## src/rtl/sobel_pkg.sv

```systemverilog
// Sobel window stage: shared widths, saturation
// limit and 3x2 window type.
package sobel_pkg;

  localparam int DATA_W_DFLT = 16;
  localparam int GRAD_W      = 20;

  localparam logic [DATA_W_DFLT-1:0] SAT_MAX = '1;

  typedef logic [DATA_W_DFLT-1:0] pix_t;
  typedef pix_t win_t [3][2];
  typedef logic signed [GRAD_W-1:0] grad_t;

endpackage

```

## src/rtl/sobel_window_stage_if.sv

```systemverilog
// Column stream in, gradient stream out.
// No backpressure in either direction.
interface sobel_window_stage_if
  import sobel_pkg::*;
#(
  parameter int DATA_W = DATA_W_DFLT
);

  logic              valid_in;
  logic [DATA_W-1:0] row0_in;
  logic [DATA_W-1:0] row1_in;
  logic [DATA_W-1:0] row2_in;
  logic              valid_out;
  logic [DATA_W-1:0] data_out;
  logic              frame_done;

  modport master (
    output valid_in, row0_in,
    output row1_in, row2_in,
    input  valid_out, data_out,
    input  frame_done
  );

  modport slave (
    input  valid_in, row0_in,
    input  row1_in, row2_in,
    output valid_out, data_out,
    output frame_done
  );

endinterface

```

## src/rtl/sobel_grad_core.sv

```systemverilog
// Sobel gx/gy arithmetic (stage 1) and
// saturated |gx|+|gy| (stage 2).
module sobel_grad_core
  import sobel_pkg::*;
#(
  parameter int DATA_W = DATA_W_DFLT
) (
  input  logic              clk,
  input  logic              rst_n,
  input  logic              flush_i,
  input  logic              valid_i,
  input  logic              last_i,
  input  win_t              win_i,
  input  pix_t              col_i [3],
  output logic              valid_o,
  output logic [DATA_W-1:0] data_o,
  output logic              frame_done_o
);

  pix_t              p [3][3];
  grad_t             gx_d, gy_d;
  grad_t             gx_q, gy_q;
  logic [GRAD_W-1:0] ax, ay;
  logic [GRAD_W:0]   sum;
  logic [DATA_W-1:0] data_d, data_q;
  logic              v1_q, l1_q;
  logic              v2_q, fd_q;

  function automatic grad_t px(input pix_t v);
    return $signed({{(GRAD_W-DATA_W_DFLT){1'b0}}, v});
  endfunction

  always_comb begin
    for (int r = 0; r < 3; r++) begin
      p[r][0] = win_i[r][0];
      p[r][1] = win_i[r][1];
      p[r][2] = col_i[r];
    end
  end

  assign gx_d =
    (px(p[0][2]) + (px(p[1][2]) <<< 1) + px(p[2][2]))
  - (px(p[0][0]) + (px(p[1][0]) <<< 1) + px(p[2][0]));

  assign gy_d =
    (px(p[2][0]) + (px(p[2][1]) <<< 1) + px(p[2][2]))
  - (px(p[0][0]) + (px(p[0][1]) <<< 1) + px(p[0][2]));

  assign ax  = gx_q[GRAD_W-1] ? -gx_q : gx_q;
  assign ay  = gy_q[GRAD_W-1] ? -gy_q : gy_q;
  assign sum = {1'b0, ax} + {1'b0, ay};

  // Any bit above DATA_W set means the sum overflowed the pixel range.
  assign data_d = (|sum[GRAD_W:DATA_W])
                ? {DATA_W{1'b1}}
                : sum[DATA_W-1:0];

  always_ff @(posedge clk or negedge rst_n) begin
    if (!rst_n) begin
      gx_q   <= '0;
      gy_q   <= '0;
      v1_q   <= 1'b0;
      l1_q   <= 1'b0;
      v2_q   <= 1'b0;
      fd_q   <= 1'b0;
      data_q <= '0;
    end else if (flush_i) begin
      v1_q <= 1'b0;
      l1_q <= 1'b0;
      v2_q <= 1'b0;
      fd_q <= 1'b0;
    end else begin
      v1_q <= valid_i;
      l1_q <= last_i;
      v2_q <= v1_q;
      fd_q <= l1_q;
      if (valid_i) begin
        gx_q <= gx_d;
        gy_q <= gy_d;
      end
      if (v1_q) data_q <= data_d;
    end
  end

  assign valid_o      = v2_q;
  assign data_o       = data_q;
  assign frame_done_o = fd_q;

endmodule

```

## src/rtl/sobel_window_stage.sv

```systemverilog
// Column/row counters and 3x2 window feeding
// the two-stage Sobel gradient core.
module sobel_window_stage
  import sobel_pkg::*;
#(
  parameter int IMG_W  = 1920,
  parameter int IMG_H  = 1080,
  parameter int DATA_W = DATA_W_DFLT
) (
  input logic                clk,
  input logic                rst_n,
  input logic                flush,
  sobel_window_stage_if.slave io
);

  localparam int CW = $clog2(IMG_W);
  localparam int RW = $clog2(IMG_H);

  logic [CW-1:0] col_q, col_d;
  logic [RW-1:0] row_q, row_d;
  win_t          win_q, win_d;
  pix_t          col_pix [3];
  logic          col_last, row_last;
  logic          win_ok, last_px;

  // Window row 0 is the oldest image row.
  assign col_pix[0] = io.row2_in;
  assign col_pix[1] = io.row1_in;
  assign col_pix[2] = io.row0_in;

  assign col_last = (col_q == CW'(IMG_W-1));
  assign row_last = (row_q == RW'(IMG_H-1));

  assign win_ok  = io.valid_in
                 & (col_q >= CW'(2))
                 & (row_q >= RW'(2));
  assign last_px = io.valid_in & col_last & row_last;

  always_comb begin
    col_d = col_q;
    row_d = row_q;
    win_d = win_q;
    if (io.valid_in) begin
      col_d = col_last ? '0 : col_q + CW'(1);
      if (col_last)
        row_d = row_last ? '0 : row_q + RW'(1);
      for (int r = 0; r < 3; r++) begin
        win_d[r][0] = win_q[r][1];
        win_d[r][1] = col_pix[r];
      end
    end
  end

  always_ff @(posedge clk or negedge rst_n) begin
    if (!rst_n) begin
      col_q <= '0;
      row_q <= '0;
      win_q <= '{default: '0};
    end else if (flush) begin
      col_q <= '0;
      row_q <= '0;
      win_q <= '{default: '0};
    end else begin
      col_q <= col_d;
      row_q <= row_d;
      win_q <= win_d;
    end
  end

  sobel_grad_core #(
    .DATA_W (DATA_W)
  ) u_core (
    .clk          (clk),
    .rst_n        (rst_n),
    .flush_i      (flush),
    .valid_i      (win_ok),
    .last_i       (last_px),
    .win_i        (win_q),
    .col_i        (col_pix),
    .valid_o      (io.valid_out),
    .data_o       (io.data_out),
    .frame_done_o (io.frame_done)
  );

endmodule

```

## src/flat_wrapper.sv

```systemverilog
// flat-port wrapper written by rule: the top's interface ports become plain ports
module sobel_window_stage_flat import sobel_pkg::*;
#(
  parameter int IMG_W  = 1920,
  parameter int IMG_H  = 1080,
  parameter int DATA_W = DATA_W_DFLT
)
  (clk, rst_n, flush, io_valid_in, io_row0_in, io_row1_in, io_row2_in, io_valid_out, io_data_out, io_frame_done);
  sobel_window_stage_if #(.DATA_W(DATA_W)) io_i ();
  input logic clk;
  input logic rst_n;
  input logic flush;
  input wire logic [$bits(io_i.valid_in)-1:0] io_valid_in;
  input wire logic [$bits(io_i.row0_in)-1:0] io_row0_in;
  input wire logic [$bits(io_i.row1_in)-1:0] io_row1_in;
  input wire logic [$bits(io_i.row2_in)-1:0] io_row2_in;
  output wire logic [$bits(io_i.valid_out)-1:0] io_valid_out;
  output wire logic [$bits(io_i.data_out)-1:0] io_data_out;
  output wire logic [$bits(io_i.frame_done)-1:0] io_frame_done;
  assign io_i.valid_in = io_valid_in;
  assign io_i.row0_in = io_row0_in;
  assign io_i.row1_in = io_row1_in;
  assign io_i.row2_in = io_row2_in;
  assign io_valid_out = io_i.valid_out;
  assign io_data_out = io_i.data_out;
  assign io_frame_done = io_i.frame_done;
  sobel_window_stage #(.IMG_W(IMG_W), .IMG_H(IMG_H), .DATA_W(DATA_W)) u_core (.clk(clk), .rst_n(rst_n), .flush(flush), .io(io_i));
endmodule
```

## config.mk

```make
export PLATFORM = sky130hd
export DESIGN_NAME = sobel_window_stage_flat
export DESIGN_NICKNAME = d
export VERILOG_FILES = /design/src/rtl/sobel_pkg.sv /design/src/rtl/sobel_window_stage_if.sv /design/src/rtl/sobel_grad_core.sv /design/src/rtl/sobel_window_stage.sv /design/src/flat_wrapper.sv
export SDC_FILE = /design/constraint.sdc
export NUM_CORES = 1
export LEC_CHECK = 0
export CAP_MARGIN = 25
export CORE_ASPECT_RATIO = 0.9
export CORE_MARGIN = 1
export CORE_UTILIZATION = 62
export CTS_BUF_LIST = sky130_fd_sc_hd__clkbuf_16
export CTS_CLUSTER_SIZE = 8
export DETAILED_ROUTE_END_ITERATION = 7
export PLACE_DENSITY = 0.82
export SETUP_SLACK_MARGIN = 0.05
export SKIP_CTS_REPAIR_TIMING = 1
export SYNTH_ARGS = -nofsm -noshare
export SYNTH_HDL_FRONTEND = slang
export SYNTH_SLANG_ARGS = --single-unit
```

## constraint.sdc

```tcl
create_clock -name clk -period 5.68 [get_ports clk]
set_input_delay 1.42 -clock clk [delete_from_list [all_inputs] [get_ports clk]]
set_output_delay 1.42 -clock clk [all_outputs]
set_load 0.01 [all_outputs]
```

==> flow_metrics.env <==
export IMPL_first_pass_iters=5
export IMPL_placed_area_um2=14860
export IMPL_final_common_cell="inv_1"
export IMPL_antenna_left=0
export IMPL_io_pins=70
export IMPL_finalWirelength_um=28200
export IMPL_die_x_um=159.6
export IMPL_hold_class="reg2reg"
export IMPL_max_freq_ghz=0.1864
export IMPL_crit_slowest_cell="fa_1"
export IMPL_required_ps=6040
export IMPL_slowest_delay_ps=560
export IMPL_layout_common_cells="inv_1, dfrtp_1, nor2_1, fa_1, mux2i_1"
export IMPL_path_cells="clkdlybuf4s50_1, inv_1, fa_1, fa_1, inv_1, fa_1, inv_1, ha_1, a21o_1, a21o_1, a221o_1, a221oi_1, o21ai_0, a21o_1, a31oi_1"
export IMPL_multi_input_area_um2=8160
export IMPL_grt_pass1_wl_um=48750
export IMPL_yosys_area_top_type="dfrtp_1"
export IMPL_relSlewSlack=0.3361
export IMPL_critPathCaptureType="flip-flop"
export IMPL_grt_usage=0.2675
export IMPL_maxCapViolCount=0
export IMPL_cts_tree="yes"
export IMPL_core_um2=21760
export IMPL_start_util=0.6373
export IMPL_layout_drive_gt1_share=0.04809
export IMPL_power_leakage_nw=7.570
export IMPL_rows=51
export IMPL_synth_nets=1693
export IMPL_ir_drop_uv=176.0
export IMPL_period_share=0.9446
export IMPL_fin_setup_tns_ps=0
export IMPL_place_congestion=0.8721
export IMPL_wire_per_inst_um=15.59
export IMPL_ys_flop_type="dfrtp_1"
export IMPL_cts_buffers_inserted=17
export IMPL_rsz0062_at_grt="no"
export IMPL_fin_worst_hold_slack_ps=490.3
export IMPL_die_y_um=143.9
export IMPL_antenna_found_initial=0
export IMPL_ys_seq_elements=178
export IMPL_period_minus_slack_ps=5365
export IMPL_drc_errors=0
export IMPL_syn_mean_instance_area_um2=9.577
export IMPL_final_seq_area_um2=4454
export IMPL_ys_seq_area_frac=0.3212
export IMPL_r2r_setup_slack_ps=1050
export IMPL_synth_top_cell_area_share=0.3212
export IMPL_hold_viol=0
export IMPL_finalMaxSlewViolations=0
export IMPL_fin_skew_ps=12.96
export IMPL_yosysUniqueCellTypes=76
export IMPL_synth_cells=1448
export IMPL_run_status="finished, final reports clean"
export IMPL_n_antenna_cell=0
export IMPL_crit_buf_inv=4
export IMPL_fin_util=0.7109
export IMPL_synth_area_top_cells="dfrtp_1, fa_1, inv_1, mux2i_1, ha_1"
export IMPL_finalSetupViolCount=0
export IMPL_worstSetupPathType="in2reg"
export IMPL_fin_area_um2=15470
export IMPL_async_flop_share=1.000
export IMPL_io_buffers=69
export IMPL_fillers=1518
export IMPL_vias_per_cell=5.454
export IMPL_clock_path_buffers=2
export IMPL_synthToLayoutAreaGrowth_pct=11.55
export IMPL_synth_edff_count=0
export IMPL_via_count=9866
export IMPL_cts_root_buffer="clkbuf_16"
export IMPL_grt_max_degree=101
export IMPL_grt_pass1_vias=10128
export IMPL_worst_slew_pin_slew_ps=995.8
export IMPL_hpwlAfterDp_um=20490
export IMPL_path_clk_slew_ps=70
export IMPL_critPathTopFamily="adder cells"
export IMPL_crit_fanout=3
export IMPL_drtIter0Drc=591
export IMPL_mappedNetlistArea_um2=13870
export IMPL_die_area_um2=22970
export IMPL_arrival_ps=5720
export IMPL_num_nets_final=1751
export IMPL_htree_num_levels=4
export IMPL_overflow=0
export IMPL_clock_latency_ps=450
export IMPL_cts_sinks=178
export IMPL_ys_warnings_count=0
export IMPL_start_kind="primary input"
export IMPL_power_density_nw_per_um2=316.3
-- sequential cells by signal (all words and copies together), names as in the netlist --
name                        flops
u_core.win_q                   96
u_core.u_core.gx_q             20
u_core.u_core.gy_q             20
u_core.u_core.data_o           16
u_core.col_q                   11
u_core.row_q                   11
u_core.u_core.frame_done_o      1
u_core.u_core.l1_q              1
u_core.u_core.v1_q              1
u_core.u_core.valid_o           1
-- metrics by stage --
| stage | total power (W) | cells | setup slack [ps] |
|---|---|---|---|
| 2_1_floorplan | 0.003056 | 1448 | 650.2 |
| 3_3_place_gp | 0.003569 | 1777 | 27.07 |
| 3_5_place_dp | 0.003646 | 1777 | -125.2 |
| 4_1_cts | 0.004902 | 1808 | 305.7 |
| 5_1_grt | 0.005242 | 1809 | 101.3 |
| 6_report | 0.004893 | 1809 | 314.8 |
-- metal layers --
metal | track usage | wire length, µm | share of wire
met5 | 0 | 0 | 0
met4 | 0.08755 | 552 | 0.020
met3 | 0.04502 | 963 | 0.034
met2 | 0.4362 | 13380 | 0.47
met1 | 0.3672 | 13300 | 0.47
-- layout make-up --
cell class | count | share of cell area
multi-input cells | 941 | 0.5275
repair buffers | 86 | 0.05500
inverters | 282 | 0.06843
flip-flops and latches | 178 | 0.2880
clock buffers | 17 | 0.02750
well taps | 291 | 0.02354
clock inverters | 14 | 0.01003
-- cells by family (layout without fill, tap and decap cells) --
logic type / count (synthesis) / after routing / share of synthesized area
and+or+nand+nor: 350 / 350 / 0.1176
buffers and inverters: 329 / 399 / 0.09113
muxes: 97 / 97 / 0.07011
DFF: 178 / 178 / 0.3212
xor gates and xnor gates: 85 / 85 / 0.05369
adders and majority gates: 193 / 193 / 0.2429
AOI/OAI and AO/OA: 216 / 216 / 0.1034
-- worst paths after layout --
| check | startpoint | endpoint | cells past startpoint |
|---|---|---|---|
| setup reg to reg | u_core.u_core.gx_q[6]$_DFFE_PN0P_ | u_core.u_core.data_o[11]$_DFFE_PN0P_ | 14 |
| setup / recovery | io_row2_in[10] | u_core.u_core.gy_q[18]$_DFFE_PN0P_ | 15 |
| hold reg to reg | u_core.u_core.l1_q$_DFF_PN0_ | u_core.u_core.frame_done_o$_DFF_PN0_ | 1 |
| min in group asynchronous | rst_n | u_core.col_q[2]$_DFFE_PN0P_ | 1 |
| hold / removal | u_core.u_core.l1_q$_DFF_PN0_ | u_core.u_core.frame_done_o$_DFF_PN0_ | 1 |
| max in group asynchronous | rst_n | u_core.u_core.gx_q[4]$_DFFE_PN0P_ | 2 |
-- worst register-to-register path, stage by stage, from the launching register on --
cell and delay [ps]:
dfrtp_1 420, or4_4 570, or4_1 540, nand2b_1 230, o31ai_2 230, xnor2_1 100, ha_1 370, a211oi_1 270
o31ai_1 110, o221ai_1 210, a32oi_1 100, nor3b_2 190, o2111ai_1 120, nand4bb_1 650, o22a_1 390
-- report_power, final --
group	internal (W)	switching (W)
clock	0.000653	0.000547
sequential	0.00134	0.0000867
combinational	0.00100	0.00126
-- cell usage after synthesis, types with 8 or more instances --
cell      count
o21ai_0      64
nand2_1      94
inv_1       280
clkbuf_1     32
nand3_1      13
dfrtp_1     178
xor2_1       24
a21o_1       14
ha_1         66
fa_1        127
a21oi_1      37
and3_1       11
o31ai_1       9
nand4_1      10
xnor2_1      61
mux2i_1      96
o22a_1       16
nor3_1       17
nor2b_1       8
buf_2         8
nor2_1      144
o21ai_1      15
(Power assumes the default switching activity.)
==> edit, RTL diff (same flow settings) <==
Set the package constant `GRAD_W` to 40 (it was 20).
--- a/src/rtl/sobel_pkg.sv
+++ b/src/rtl/sobel_pkg.sv
@@ -5,3 +5,3 @@
   localparam int DATA_W_DFLT = 16;
-  localparam int GRAD_W      = 20;
+  localparam int GRAD_W      = 40;
 
Function: no difference found for any inputs over 10 cycles, from zero or initial values and one cycle with rst_n low; that may be too few to reach the edited logic, so the function may still have changed.
==> edit against the unedited design <==
  * The run now ends with design-rule violations left
  * Final area increased by 9.6%
  * Combinational power rose by 8%
  * Area after synthesis rose by 9.0%
  * Routed wire length rose by 19%
  * Power grew 1.2%
  * Final cell count increased by 11%
  * Critical path type unchanged
  * First-iteration DRC count grew 65%
  * Hold slack got worse by 0.026 ns
  * Largest power group unchanged
  * Sequential cell count is the same
  * Worst setup slack worse by 0.11 ns
==> edit: results (changes against the unedited design) <==
status=finished with violations (was complete, no violations); failing checks=design-rule violations; placed instance area=16330 µm² (was 14860 µm²); commonest cells in the netlist=181 x nor2_1, 178 x dfrtp_1, 153 x inv_1 (was 280 x inv_1, 178 x dfrtp_1, 144 x nor2_1); number of different library cells in the post-synthesis netlist=83 (was 76); sequential area share after synthesis=0.2946 (was 0.3212); fillers=1759 (was 1518); DRC=4 (was 0); leakage power=7.798 nW (was 7.570 nW); all-layer global routing usage=0.2804 (was 0.2675); Slew @ Worst Pin=1.025 ns (was 0.9958 ns); first-pass GRT wire length=56.77 mm (was 48.75 mm); met3 Use GR=0.04390 (was 0.04502); largest net degree at the start of global routing=102 (was 101); Placer Congestion=0.8882 (was 0.8721); DRT iter0 DRCs=975 (was 591); Layout Nets=1958 (was 1751); Final HPWL DP=24.55 mm (was 20.49 mm); Met2 Wirelength=16.22 mm (was 13.38 mm); post-synthesis adder-cell area fraction=0.2393 (was 0.2429); switching pwr=1.935 mW (was 1.894 mW); met3 WL post-DR=1.348 mm (was 963 µm); DR pass1 iterations=8 (was 5); post-synthesis mux area share=0.06894 (was 0.07011); Worst EP arrival=5.80 ns (was 5.72 ns); Compound-Gate Fraction of Synth Area=0.1307 (was 0.1034); vias in the first global route=11650 (was 10130); clock skew=0.01143 ns (was 0.01296 ns); M2 GR Usage=0.4632 (was 0.4362)
[edit: changes by cell type after synthesis, sizes merged, moves of 16 or more]
cell and change:
o22a -16, a21oi +44, ha +20, nor2 +37, inv -129, nor3 +18
[edit: power groups by stage]
| stage | clock network (mW) | logic [mW] | registers [mW] |
|---|---|---|---|
| floorplan | 0 | 1.61 | 1.39 |
| global placement | 0 | 2.16 | 1.40 |
| detailed placement | 0 | 2.23 | 1.40 |
| CTS | 1.13 | 2.27 | 1.38 |
| global route | 1.18 | 2.71 | 1.39 |
| finish | 1.12 | 2.45 | 1.38 |
[edit: kinds of logic after synthesis]
| group | after synthesis |
|---|---|
| AND/OR/NAND/NOR | 483 |
| AO/OA/AOI/OAI | 301 |
| multiplexers | 104 |
| buffers and inverters | 220 |
| XOR/XNOR | 96 |
| adder cells (fa/ha/maj) | 213 |
| flip-flops | 178 |
| other | 1 |
[edit: layout make-up]
type                       count  area share
clock buffer                  17     0.02508
clock inverter                13    0.006566
inverter                     153     0.03386
multi-input combinational   1237      0.5913
sequential                   178      0.2626
tap                          302     0.02228
timing repair buffer         106     0.05828
[edit: stage by stage]
stage | util | hold slack (ns) | power (mW) | cells | setup WS (ns)
floorplan | - | 0.4385 | 2.992 | 1635 | 0.3775
global placement | 0.6898 | 0.4410 | 3.560 | 1976 | -0.5036
global route | 0.7164 | 0.5176 | 5.274 | 2006 | 0.05896
CTS | 0.7124 | 0.4677 | 4.782 | 2006 | -0.1801
detailed placement | 0.6898 | 0.4515 | 3.632 | 1976 | -0.6051
finish | 0.7164 | 0.4642 | 4.952 | 2006 | 0.2088
[edit: worst paths after layout]
check | start | end | slack (ns) | depth (start not counted)
max | io_row2_in[3] | u_core.u_core.gx_q[16] | 0.21 | 17
min | u_core.u_core.l1_q | u_core.u_core.frame_done_o | 0.46 | 1
max reg2reg | u_core.u_core.gx_q[2] | u_core.u_core.data_o[8] | 0.58 | 19
min reg2reg | u_core.u_core.l1_q | u_core.u_core.frame_done_o | 0.46 | 1
max in group asynchronous | rst_n | u_core.win_q[74] | 3.62 | 2
min in group asynchronous | rst_n | u_core.u_core.data_o[15] | 1.00 | 1
[edit: worst max-delay path: stages]
cell,delay (ns)
clkdlybuf4s50_1,0.42
buf_4,0.15
fa_1,0.54
fa_1,0.44
fa_1,0.51
ha_1,0.35
buf_4,0.16
a21oi_2,0.17
o21ai_0,0.13
and2_4,0.20
o311ai_2,0.24
buf_4,0.19
a31oi_2,0.13
a211o_1,0.31
a21oi_1,0.15
nor2b_1,0.08
o31ai_1,0.23
